$ cat src/rtl/wb_arb_pkg.sv
// Shared types and helpers for the Wishbone bus arbiters.
package wb_arb_pkg;

   typedef enum logic [1:0] {
      IDLE  = 2'd0,
      BUSY  = 2'd1,
      ERR   = 2'd2,
      DRAIN = 2'd3
   } arb_state_e;

   localparam logic [2:0] CTI_CLASSIC = 3'b000;
   localparam logic [2:0] CTI_INCR    = 3'b010;
   localparam logic [2:0] CTI_EOB     = 3'b111;

   // Ceiling log2, never less than 1 so derived vectors always have a bit.
   function automatic int unsigned clog2(input int unsigned value);
      int unsigned r;
      r = 0;
      while ((32'd1 << r) < value) r++;
      return (r < 1) ? 1 : r;
   endfunction

endpackage

$ cat src/rtl/wb_sdram_arbiter_rr_pick.sv
// Combinational round-robin picker: first requester after 'last', with wrap.
module rr_pick
   import wb_arb_pkg::*;
#(
   parameter int unsigned N  = 3,
   parameter int unsigned IW = clog2(N)
) (
   input  logic [N-1:0]  req_i,
   input  logic [IW-1:0] last_i,
   output logic [N-1:0]  gnt_o,
   output logic          valid_o
);

   logic [IW-1:0] idx;

   // Scan last+1 .. last+N, wrapping by explicit compare so non-power-of-two N works.
   always_comb begin
      gnt_o   = '0;
      valid_o = 1'b0;
      idx     = last_i;
      for (int unsigned i = 0; i < N; i++) begin
         if (idx == IW'(N - 1)) idx = '0;
         else                   idx = idx + IW'(1);
         if (!valid_o && req_i[idx]) begin
            gnt_o[idx] = 1'b1;
            valid_o    = 1'b1;
         end
      end
   end

endmodule

$ cat src/rtl/wb_sdram_arbiter.sv
// Round-robin Wishbone arbiter sharing one SDRAM controller port between N
// masters, holding grant for a whole cycle, with a per-access watchdog.
module wb_sdram_arbiter
   import wb_arb_pkg::*;
#(
   parameter int unsigned N       = 3,
   parameter int unsigned AW      = 32,
   parameter int unsigned DW      = 32,
   parameter int unsigned TIMEOUT = 1024
) (
   input  logic               clk_i,
   input  logic               rst_n_i,
   input  logic [N-1:0]       m_cyc_i,
   input  logic [N-1:0]       m_stb_i,
   input  logic [N-1:0]       m_we_i,
   input  logic [N*AW-1:0]    m_adr_i,
   input  logic [N*DW-1:0]    m_dat_i,
   input  logic [N*DW/8-1:0]  m_sel_i,
   input  logic [N*3-1:0]     m_cti_i,
   input  logic [N*2-1:0]     m_bte_i,
   output logic [DW-1:0]      m_dat_o,
   output logic [N-1:0]       m_ack_o,
   output logic [N-1:0]       m_err_o,
   output logic               s_cyc_o,
   output logic               s_stb_o,
   output logic               s_we_o,
   output logic [AW-1:0]      s_adr_o,
   output logic [DW-1:0]      s_dat_o,
   output logic [DW/8-1:0]    s_sel_o,
   output logic [2:0]         s_cti_o,
   output logic [1:0]         s_bte_o,
   input  logic [DW-1:0]      s_dat_i,
   input  logic               s_ack_i,
   input  logic               s_err_i,
   output logic [N-1:0]       grant_o,
   output logic               timeout_o
);

   localparam int unsigned IW      = clog2(N);
   localparam int unsigned CW      = clog2(TIMEOUT + 1);
   localparam int unsigned SW      = DW / 8;
   localparam bit          WD_EN   = (TIMEOUT > 0);
   localparam logic [CW-1:0] WD_LAST = WD_EN ? CW'(TIMEOUT - 1) : '0;

   arb_state_e    state_q;
   logic [N-1:0]  grant_q;
   logic [IW-1:0] gidx_q;
   logic [IW-1:0] last_q;
   logic [CW-1:0] cnt_q;
   logic [CW-1:0] cnt_d;
   logic          timeout_q;

   logic [N-1:0]  pick_gnt;
   logic          pick_valid;
   logic [IW-1:0] pick_idx;
   logic          wd_inc;
   logic          wd_fire;

   rr_pick #(.N(N), .IW(IW)) u_pick (
      .req_i   (m_cyc_i),
      .last_i  (last_q),
      .gnt_o   (pick_gnt),
      .valid_o (pick_valid)
   );

   // One-hot pick to index for the output mux.
   always_comb begin
      pick_idx = '0;
      for (int unsigned i = 0; i < N; i++) begin
         if (pick_gnt[i]) pick_idx = IW'(i);
      end
   end

   // Route the owner's request to the slave and the slave's response to the owner.
   always_comb begin
      s_cyc_o = 1'b0;
      s_stb_o = 1'b0;
      s_we_o  = 1'b0;
      s_adr_o = '0;
      s_dat_o = '0;
      s_sel_o = '0;
      s_cti_o = '0;
      s_bte_o = '0;
      m_ack_o = '0;
      m_err_o = '0;
      if (state_q == BUSY) begin
         s_cyc_o = m_cyc_i[gidx_q];
         s_stb_o = m_stb_i[gidx_q];
         s_we_o  = m_we_i[gidx_q];
         s_adr_o = m_adr_i[gidx_q*AW +: AW];
         s_dat_o = m_dat_i[gidx_q*DW +: DW];
         s_sel_o = m_sel_i[gidx_q*SW +: SW];
         s_cti_o = m_cti_i[gidx_q*3 +: 3];
         s_bte_o = m_bte_i[gidx_q*2 +: 2];
         m_ack_o = grant_q & {N{s_ack_i}};
         m_err_o = grant_q & {N{s_err_i}};
      end else if (state_q == ERR) begin
         m_err_o = grant_q;
      end
   end

   // Watchdog: count stalled strobe cycles; an ack in the expiry cycle wins.
   always_comb begin
      wd_inc  = WD_EN && (state_q == BUSY) && s_stb_o && !s_ack_i && !s_err_i;
      wd_fire = wd_inc && (cnt_q == WD_LAST);
      if (wd_inc) cnt_d = (cnt_q == '1) ? cnt_q : cnt_q + CW'(1);
      else        cnt_d = '0;
   end

   // Arbitration FSM with registered grant and timeout pulse.
   always_ff @(posedge clk_i or negedge rst_n_i) begin
      if (!rst_n_i) begin
         state_q   <= IDLE;
         grant_q   <= '0;
         gidx_q    <= '0;
         last_q    <= IW'(N - 1);
         cnt_q     <= '0;
         timeout_q <= 1'b0;
      end else begin
         timeout_q <= 1'b0;
         case (state_q)
            IDLE: begin
               cnt_q <= '0;
               if (pick_valid) begin
                  grant_q <= pick_gnt;
                  gidx_q  <= pick_idx;
                  state_q <= BUSY;
               end
            end
            BUSY: begin
               if (!m_cyc_i[gidx_q]) begin
                  last_q  <= gidx_q;
                  grant_q <= '0;
                  cnt_q   <= '0;
                  state_q <= IDLE;
               end else if (wd_fire) begin
                  cnt_q     <= '0;
                  timeout_q <= 1'b1;
                  state_q   <= ERR;
               end else begin
                  cnt_q <= cnt_d;
               end
            end
            ERR: begin
               cnt_q   <= '0;
               state_q <= DRAIN;
            end
            DRAIN: begin
               cnt_q <= '0;
               if (!m_cyc_i[gidx_q]) begin
                  last_q  <= gidx_q;
                  grant_q <= '0;
                  state_q <= IDLE;
               end
            end
            default: state_q <= IDLE;
         endcase
      end
   end

   assign grant_o   = grant_q;
   assign timeout_o = timeout_q;
   assign m_dat_o   = s_dat_i;

endmodule

$ cat config.mk
export PLATFORM = sky130hd
export DESIGN_NAME = wb_sdram_arbiter
export DESIGN_NICKNAME = d
export VERILOG_FILES = /design/src/rtl/wb_arb_pkg.sv /design/src/rtl/wb_sdram_arbiter_rr_pick.sv /design/src/rtl/wb_sdram_arbiter.sv
export SDC_FILE = /design/constraint.sdc
export NUM_CORES = 1
export LEC_CHECK = 0
export ABC_CLOCK_PERIOD_IN_PS = 2900
export CAP_MARGIN = 15
export CORE_AREA = 2 2 146 148
export DETAILED_ROUTE_END_ITERATION = 8
export DIE_AREA = 0 0 148 150
export GPL_ROUTABILITY_DRIVEN = 0
export SYNTH_ARGS = -nofsm -noshare
export SYNTH_HDL_FRONTEND = slang
export SYNTH_SLANG_ARGS = --single-unit
$ cat constraint.sdc
create_clock -name clk_i -period 2.9 [get_ports clk_i]
set_input_delay 0.29 -clock clk_i [delete_from_list [all_inputs] [get_ports clk_i]]
set_output_delay 0.29 -clock clk_i [all_outputs]
set_load 0.02 [all_outputs]
==> results of run 1 <==
## stage by stage
stage	area, um2	instances	hold slack (ns)
5_1_grt	6520	1025	0.423
2_1_floorplan	3200	490	-0.00559
3_5_place_dp	6440	1021	0.528
6_report	6520	1025	0.369
3_3_place_gp	6440	1021	0.525
4_1_cts	6520	1025	0.389
## cells in the mapped netlist, types with 2 or more instances
| cell | count |
|---|---|
| a21oi_1 | 77 |
| a31oi_1 | 2 |
| and2_1 | 3 |
| and3_1 | 4 |
| buf_1 | 9 |
| buf_2 | 6 |
| buf_4 | 32 |
| clkbuf_1 | 20 |
| dfrtp_1 | 20 |
| inv_1 | 5 |
| mux2_2 | 2 |
| mux2i_1 | 78 |
| nand2_1 | 13 |
| nand2b_1 | 2 |
| nand3_1 | 7 |
| nand4_1 | 2 |
| nor2_1 | 163 |
| nor2b_1 | 4 |
| nor3_1 | 11 |
| o211ai_1 | 3 |
| o21a_1 | 3 |
| o21ai_0 | 4 |
| or3_1 | 2 |
| xor2_1 | 2 |
## cell families (layout without fill, tap and decap cells)
group | after synthesis | after routing | share of synthesized area
simple gates | 216 | 216 | 0.282
compound gates | 96 | 96 | 0.163
mux | 80 | 80 | 0.251
buf+inv | 73 | 333 | 0.128
flops | 21 | 21 | 0.165
xor+xnor | 3 | 3 | 0.00821
fa+ha+maj | 1 | 1 | 0.00391
## final cells by class
type	count	area [um2]	share of cell area
clock buffers	4	78.8	0.0121
inverters	5	18.8	0.00288
multi-input cells	396	2280	0.350
flip-flops and latches	21	532	0.0816
well taps	275	344	0.0528
repair buffers	324	3270	0.501
## registers in the layout (all words and copies together) (netlist names), named ones only
name,count
gidx_q,2
grant_o,3
last_q,2
timeout_o,1
state_q,1
cnt_q,11
## cells in the final DEF, fill, tap and decap left out, drive strengths merged, types with 3 or more instances in the layout
| cell type | instances |
|---|---|
| nor3 | 11 |
| buf | 11 |
| mux2i | 78 |
| o21a | 3 |
| nand3 | 7 |
| inv | 5 |
| o21ai | 4 |
| clkbuf | 4 |
| nand2 | 13 |
| and2 | 3 |
| dfrtp | 20 |
| clkdlybuf4s50 | 313 |
| or3 | 3 |
| o211ai | 3 |
| nor2b | 4 |
| a21oi | 77 |
| nor2 | 163 |
| and3 | 4 |
## path summary, 6_finish.rpt
path | start | endpoint | slack (ns) | cells after the start
min in group clk_i | last_q[0] | last_q[0] | 0.54 | 1
min | rst_n_i | cnt_q[2] | 0.37 | 1
min reg2reg | last_q[0] | last_q[0] | 0.54 | 1
max in group asynchronous | rst_n_i | last_q[1] | 1.91 | 2
max reg2reg | gidx_q[1] | cnt_q[9] | 0.83 | 5
max | gidx_q[1] | s_adr_o[22] | 0.27 | 5
## metal layers
layer / wire length (um) / vias to the layer above
met2: 7520 / 220
met3: 1370 / 6
met4: 134 / 0
met5: 0 / -
met1: 6280 / 1928
li1: - / 2153
## power by group
group	internal, mW	leakage [nW]	switching, mW
clock	0.187	0.0382	0.108
sequential	0.359	0.278	0.0705
combinational	2.08	2.27	2.50
total	2.63	2.58	2.68
==> out/results.txt, run 1 <==
Post-DP HPWL - 12300 um
Fin crit share - 0.908
Setup WS pre-CTS - 0.490 ns
Vias in the first global route - 4269
Status - finished, final reports clean
Post-CTS Setup Inserts - 0
Syn. warnings - 0
F_max - 380 MHz
Post-synth cell types - 40
Setup ws final - 0.268 ns
Mapped cell area - 3200 um2
Worst-margin pin slew - 0.658 ns
Final Hold Violating Endpoints - 0
Clock skew - 0.00242 ns
Proportion of layout cells with a drive suffix above 1 - 0.0307
First-pass GRT wire length - 22600 um
Post-synth top area share - 0.244
Grt met3 use - 0.0351
Initial antenna violation count - 0
Sequential area share after synthesis - 0.165
Wire per inst - 14.9 um
Arr. time, crit path - 2.34 ns
Vias per inst - 4.20
WP data required - 2.61 ns
Setup Viol. Count Final - 0
Final nets - 1016
Most used DFF post-synth - dfrtp_1
CTS tree - built
Num ports - 382
RSZ-0062 raised after global routing - false
IO Port Bufs - 317
Fin util - 0.315
Vias - 4307
Syn avg cell area - 6.53 um2
Worst stage delay on the critical path - 0.68 ns
Synth top area cells - mux2i_1, nor2_1, dfrtp_1, a21oi_1, buf_4
Min Clock Period, post-route - 2.63 ns
Area grow syn2layout - 104%
GR Layer Usage met2 - 0.229
Clock Tree Buf Depth - 2
Static leakage - 2.58 nW
Slew Limit Fails - 0
GRT met1 Usage - 0.152
Buffer and inverter count on the worst path - 2
Worst setup SP type - flop
Crit-path cells - nor2b_4 -> buf_4 -> a21oi_1 -> nor2_1 -> clkdlybuf4s50_1
Overall Power - 5.31 mW
Nature of the critical path endpoint - primary output
DRT antenna net count - 0
CTS root buf - clkbuf_16
First-pass DRT Iterations - 4
Clock Pin Slew Worst Setup and Hold Paths - 0.06 ns
Cell count after synthesis - 490
All-Layer GR Usage - 0.126
Drc violations - 0
Pwr Density - 815 nW/um2
Worst-skew pair later-pin latency - 0.25 ns
# hold bufs at CTS - 0
Share of async-settable or async-resettable flops after synthesis - 1.00
Crit Path Category - reg -> out
Post-CTS sizing - 0
Worst path top cell family by delay - buffers and inverters
Setup TNS - 0 ns
Final wirelength - 15300 um
Core area - 20700 um2
Post-Syn Nets - 755
Peak supply drop - 476 uV
HP Class - in -> async
Max-Slew Margin vs Limit - 0.560
Starting Density - 0.155
Busiest grt layer - met2
Fillers - 2254
Max-cap violations - 0
H-tree depth - 1
Die width - 148 um
Post-synth EDFFs - 0
Dominant cell type by area after synthesis - mux2i_1
Synthesized flop and latch total - 21
Die Area - 22200 um2
Height of the chip - 150 um
Antenna cell count - 0
Highest-delay cell along the critical path - clkdlybuf4s50_1
Total CTS buffers - 3
Clock sink total - 21
Worst-path fanout max - 44
Initial DRC Count - 116
Pin count of the biggest net entering global routing - 81
Row count - 53
GR Overflow Total - 0
Note: power is estimated with default switching activity, not from simulation.
==> inputs of run 2 (changes only) <==
--- a/config.mk
+++ b/config.mk
@@ -7,10 +7,12 @@
 export LEC_CHECK = 0
 export ABC_CLOCK_PERIOD_IN_PS = 2900
 export CAP_MARGIN = 15
-export CORE_AREA = 2 2 146 148
+export CORE_AREA = 2 2 148 150
+export CTS_BUF_LIST = sky130_fd_sc_hd__clkbuf_4
 export DETAILED_ROUTE_END_ITERATION = 8
-export DIE_AREA = 0 0 148 150
+export DIE_AREA = 0 0 150 152
 export GPL_ROUTABILITY_DRIVEN = 0
 export SYNTH_ARGS = -nofsm -noshare
 export SYNTH_HDL_FRONTEND = slang
+export SYNTH_HIERARCHICAL = 1
 export SYNTH_SLANG_ARGS = --single-unit
==> run 2 against run 1 <==
Synthesized cell count up 0.41%. Total power shrank 8.8%. Critical path type unchanged. First-iteration DRC count grew 20%. Largest power group unchanged. Flip-flop and latch count did not move. Count of clock-buffer cells in the layout decreased by 1. Highest routed layer unchanged.
==> out/results.txt, run 2 <==
Worst-skew pair later-pin latency - 0.33 ns (was 0.25 ns)
Post-synth EDFFs - 0 (unchanged)
Nature of the critical path endpoint - primary output (unchanged)
Max reg flops - 11 (unchanged)
R2r worst-path depth - 6 (was 5)
Post-DP HPWL - 12200 um (was 12300 um)
Max-cap violations - 0 (unchanged)
CTS root buf - clkbuf_4 (was clkbuf_16)
Cell count after synthesis - 492 (was 490)
Met2 routed WL - 7700 um (was 7520 um)
Arr. time, crit path - 2.31 ns (was 2.34 ns)
Vias per inst - 4.22 (was 4.20)
Fillers - 2305 (was 2254)
First-pass DRT Iterations - 4 (unchanged)
Syn avg cell area - 6.65 um2 (was 6.53 um2)
Initial antenna violation count - 0 (unchanged)
Setup WS pre-CTS - 0.593 ns (was 0.490 ns)
DRT antenna net count - 0 (unchanged)
Post-Syn Nets - 757 (was 755)
Sequential area share after synthesis - 0.161 (was 0.165)
Slew Limit Fails - 0 (unchanged)
Total CTS buffers - 3 (unchanged)
Area grow syn2layout - 101% (was 104%)
Vias in the first global route - 4387 (was 4269)
Starting Density - 0.153 (was 0.155)
Post-CTS sizing - 0 (unchanged)
All-Layer GR Usage - 0.129 (was 0.126)
WP depth - 4 (was 5)
Pwr Density - 739 nW/um2 (was 815 nW/um2)
Post-CTS Setup Inserts - 0 (unchanged)
DR top layer - met4 (unchanged)
Peak supply drop - 361 uV (was 476 uV)
Crit Path Category - reg -> out (unchanged)
Synth top area cells - mux2i_1, nor2_1, dfrtp_1, a21oi_1, buf_4 (unchanged)
Num ports - 382 (unchanged)
Most common cell in the netlist - nor2_1 (unchanged)
Worst path top cell family by delay - buffers and inverters (unchanged)
Met1 WL - 6040 um (was 6280 um)
Metal3 WL - 1680 um (was 1370 um)
Setup ws final - 0.303 ns (was 0.268 ns)
HP Class - in -> async (unchanged)
Worst hold slack - 0.295 ns (was 0.369 ns)
Pin count of the biggest net entering global routing - 70 (was 81)
Core area - 21400 um2 (was 20700 um2)
Worst flop-to-flop path endpoint - cnt_q[4] (was cnt_q[9])
Final wirelength - 15500 um (was 15300 um)
Worst setup SP type - flop (unchanged)
Vias - 4355 (was 4307)
Final Hold Violating Endpoints - 0 (unchanged)
Antenna cell count - 0 (unchanged)
Crit path capture - s_adr_o[5] (was s_adr_o[22])
Worst-margin pin slew - 0.738 ns (was 0.658 ns)
Setup Viol. Count Final - 0 (unchanged)
Syn. warnings - 6 (was 0)
H-tree depth - 1 (unchanged)
IO Port Bufs - 317 (unchanged)
Highest-delay cell along the critical path - clkdlybuf4s50_1 (unchanged)
Mapped cell area - 3270 um2 (was 3200 um2)
Post-synth top area share - 0.236 (was 0.244)
GR Overflow Total - 0 (unchanged)
Clock skew - 0.0248 ns (was 0.00242 ns)
Clock Tree Buf Depth - 2 (unchanged)
First-pass GRT wire length - 23500 um (was 22600 um)
F_max - 385 MHz (was 380 MHz)
Top cells by count, synth - nor2_1, mux2i_1, a21oi_1 (unchanged)
Wire per inst - 15.0 um (was 14.9 um)
Worst stage delay on the critical path - 0.63 ns (was 0.68 ns)
# hold bufs at CTS - 0 (unchanged)
Max-Slew Margin vs Limit - 0.504 (was 0.560)
Fin crit share - 0.896 (was 0.908)
Clock sink total - 21 (unchanged)
Min Clock Period, post-route - 2.60 ns (was 2.63 ns)
Initial DRC Count - 139 (was 116)
Static leakage - 2.55 nW (was 2.58 nW)
Fin cells - 1032 (was 1025)
CTS tree - built (unchanged)
Drc violations - 0 (unchanged)
Row count - 54 (was 53)
Final nets - 1018 (was 1016)
Reg2reg setup slack - 0.62 ns (was 0.83 ns)
Share of async-settable or async-resettable flops after synthesis - 1.00 (unchanged)
Most flop-heavy register - cnt_q (unchanged)
Buffer and inverter count on the worst path - 2 (unchanged)
Dominant cell type by area after synthesis - mux2i_1 (unchanged)
Status - finished, final reports clean (unchanged)
Dpl cells - 1028 (was 1021)
Setup TNS - 0 ns (unchanged)
Worst-path fanout max - 44 (unchanged)
Die Area - 22800 um2 (was 22200 um2)
Proportion of layout cells with a drive suffix above 1 - 0.0372 (was 0.0307)
RR Startpoint - gidx_q[0] (was gidx_q[1])
Synthesized flop and latch total - 21 (unchanged)
Commonest non-fill, non-tap cell in the layout - clkdlybuf4s50_1 (unchanged)
Clock Pin Slew Worst Setup and Hold Paths - 0.15 ns (was 0.06 ns)
Height of the chip - 152 um (was 150 um)
Crit-path cells - nand2b_4 -> buf_12 -> nor2_1 -> clkdlybuf4s50_1 (was nor2b_4 -> buf_4 -> a21oi_1 -> nor2_1 -> clkdlybuf4s50_1)
Commonest non-fill, non-tap cells in the layout - clkdlybuf4s50_1, nor2_1, mux2i_1, a21oi_1, dfrtp_1 (unchanged)
WP data required - 2.61 ns (about the same)
Post-synth cell types - 37 (was 40)
Most used DFF post-synth - dfrtp_1 (unchanged)
RSZ-0062 raised after global routing - false (unchanged)
Die width - 150 um (was 148 um)
run 2: metrics by stage:
stage	power (mW)	utilization	cell area (um2)
2_1_floorplan	2.84	-	3270
5_1_grt	5.22	0.307	6560
3_5_place_dp	4.76	0.306	6530
3_3_place_gp	4.76	0.306	6530
6_report	4.85	0.307	6560
4_1_cts	4.93	0.307	6560
run 2: logic make-up after synthesis:
| family | synth area share |
|---|---|
| AO/OA/AOI/OAI | 0.166 |
| XOR/XNOR | 0.00804 |
| adder cells (fa/ha/maj) | 0.00383 |
| buffers and inverters | 0.129 |
| flip-flops | 0.161 |
| multiplexers | 0.243 |
| AND/OR/NAND/NOR | 0.289 |
run 2: worst register-to-register path: cells and delay by family (launching register included):
kind            cells  cell delay [ns]
compound gates      1             0.18
simple gates        3             1.07
flops               1             0.54
buf+inv             2             0.44
run 2: how the worst min path moves through the flow:
stage	endpoint	slack, ns	cells past startpoint
finish	grant_o[0]	0.29	2
global placement	last_q[0]	0.51	1
detailed placement	cnt_q[8]	0.53	1
floorplan	asynchronous set/reset pin	-0.006	0
CTS	grant_o[1]	0.30	2
global route	grant_o[0]	0.32	2
run 2: cell type report:
type	instances	area, um2	share of cell area
clock buffers	3	22.5	0.00343
clock inverters	1	7.51	0.00114
inverters	2	7.51	0.00114
multi-input cells	398	2340	0.356
flip-flops and latches	21	532	0.0811
well taps	280	350	0.0534
repair buffers	327	3300	0.504
run 2: power by group:
group          switching [mW]  internal, mW  total, mW
clock                   0.105        0.0527      0.158
combinational            2.27          1.99       4.26
sequential             0.0815         0.350      0.432
total                    2.46          2.39       4.85
run 2: layer usage:
metal  vias up  track usage
met5         -            0
met3         8       0.0408
li1       2162            -
met1      1942        0.151
met2       243        0.233
met4         0       0.0166
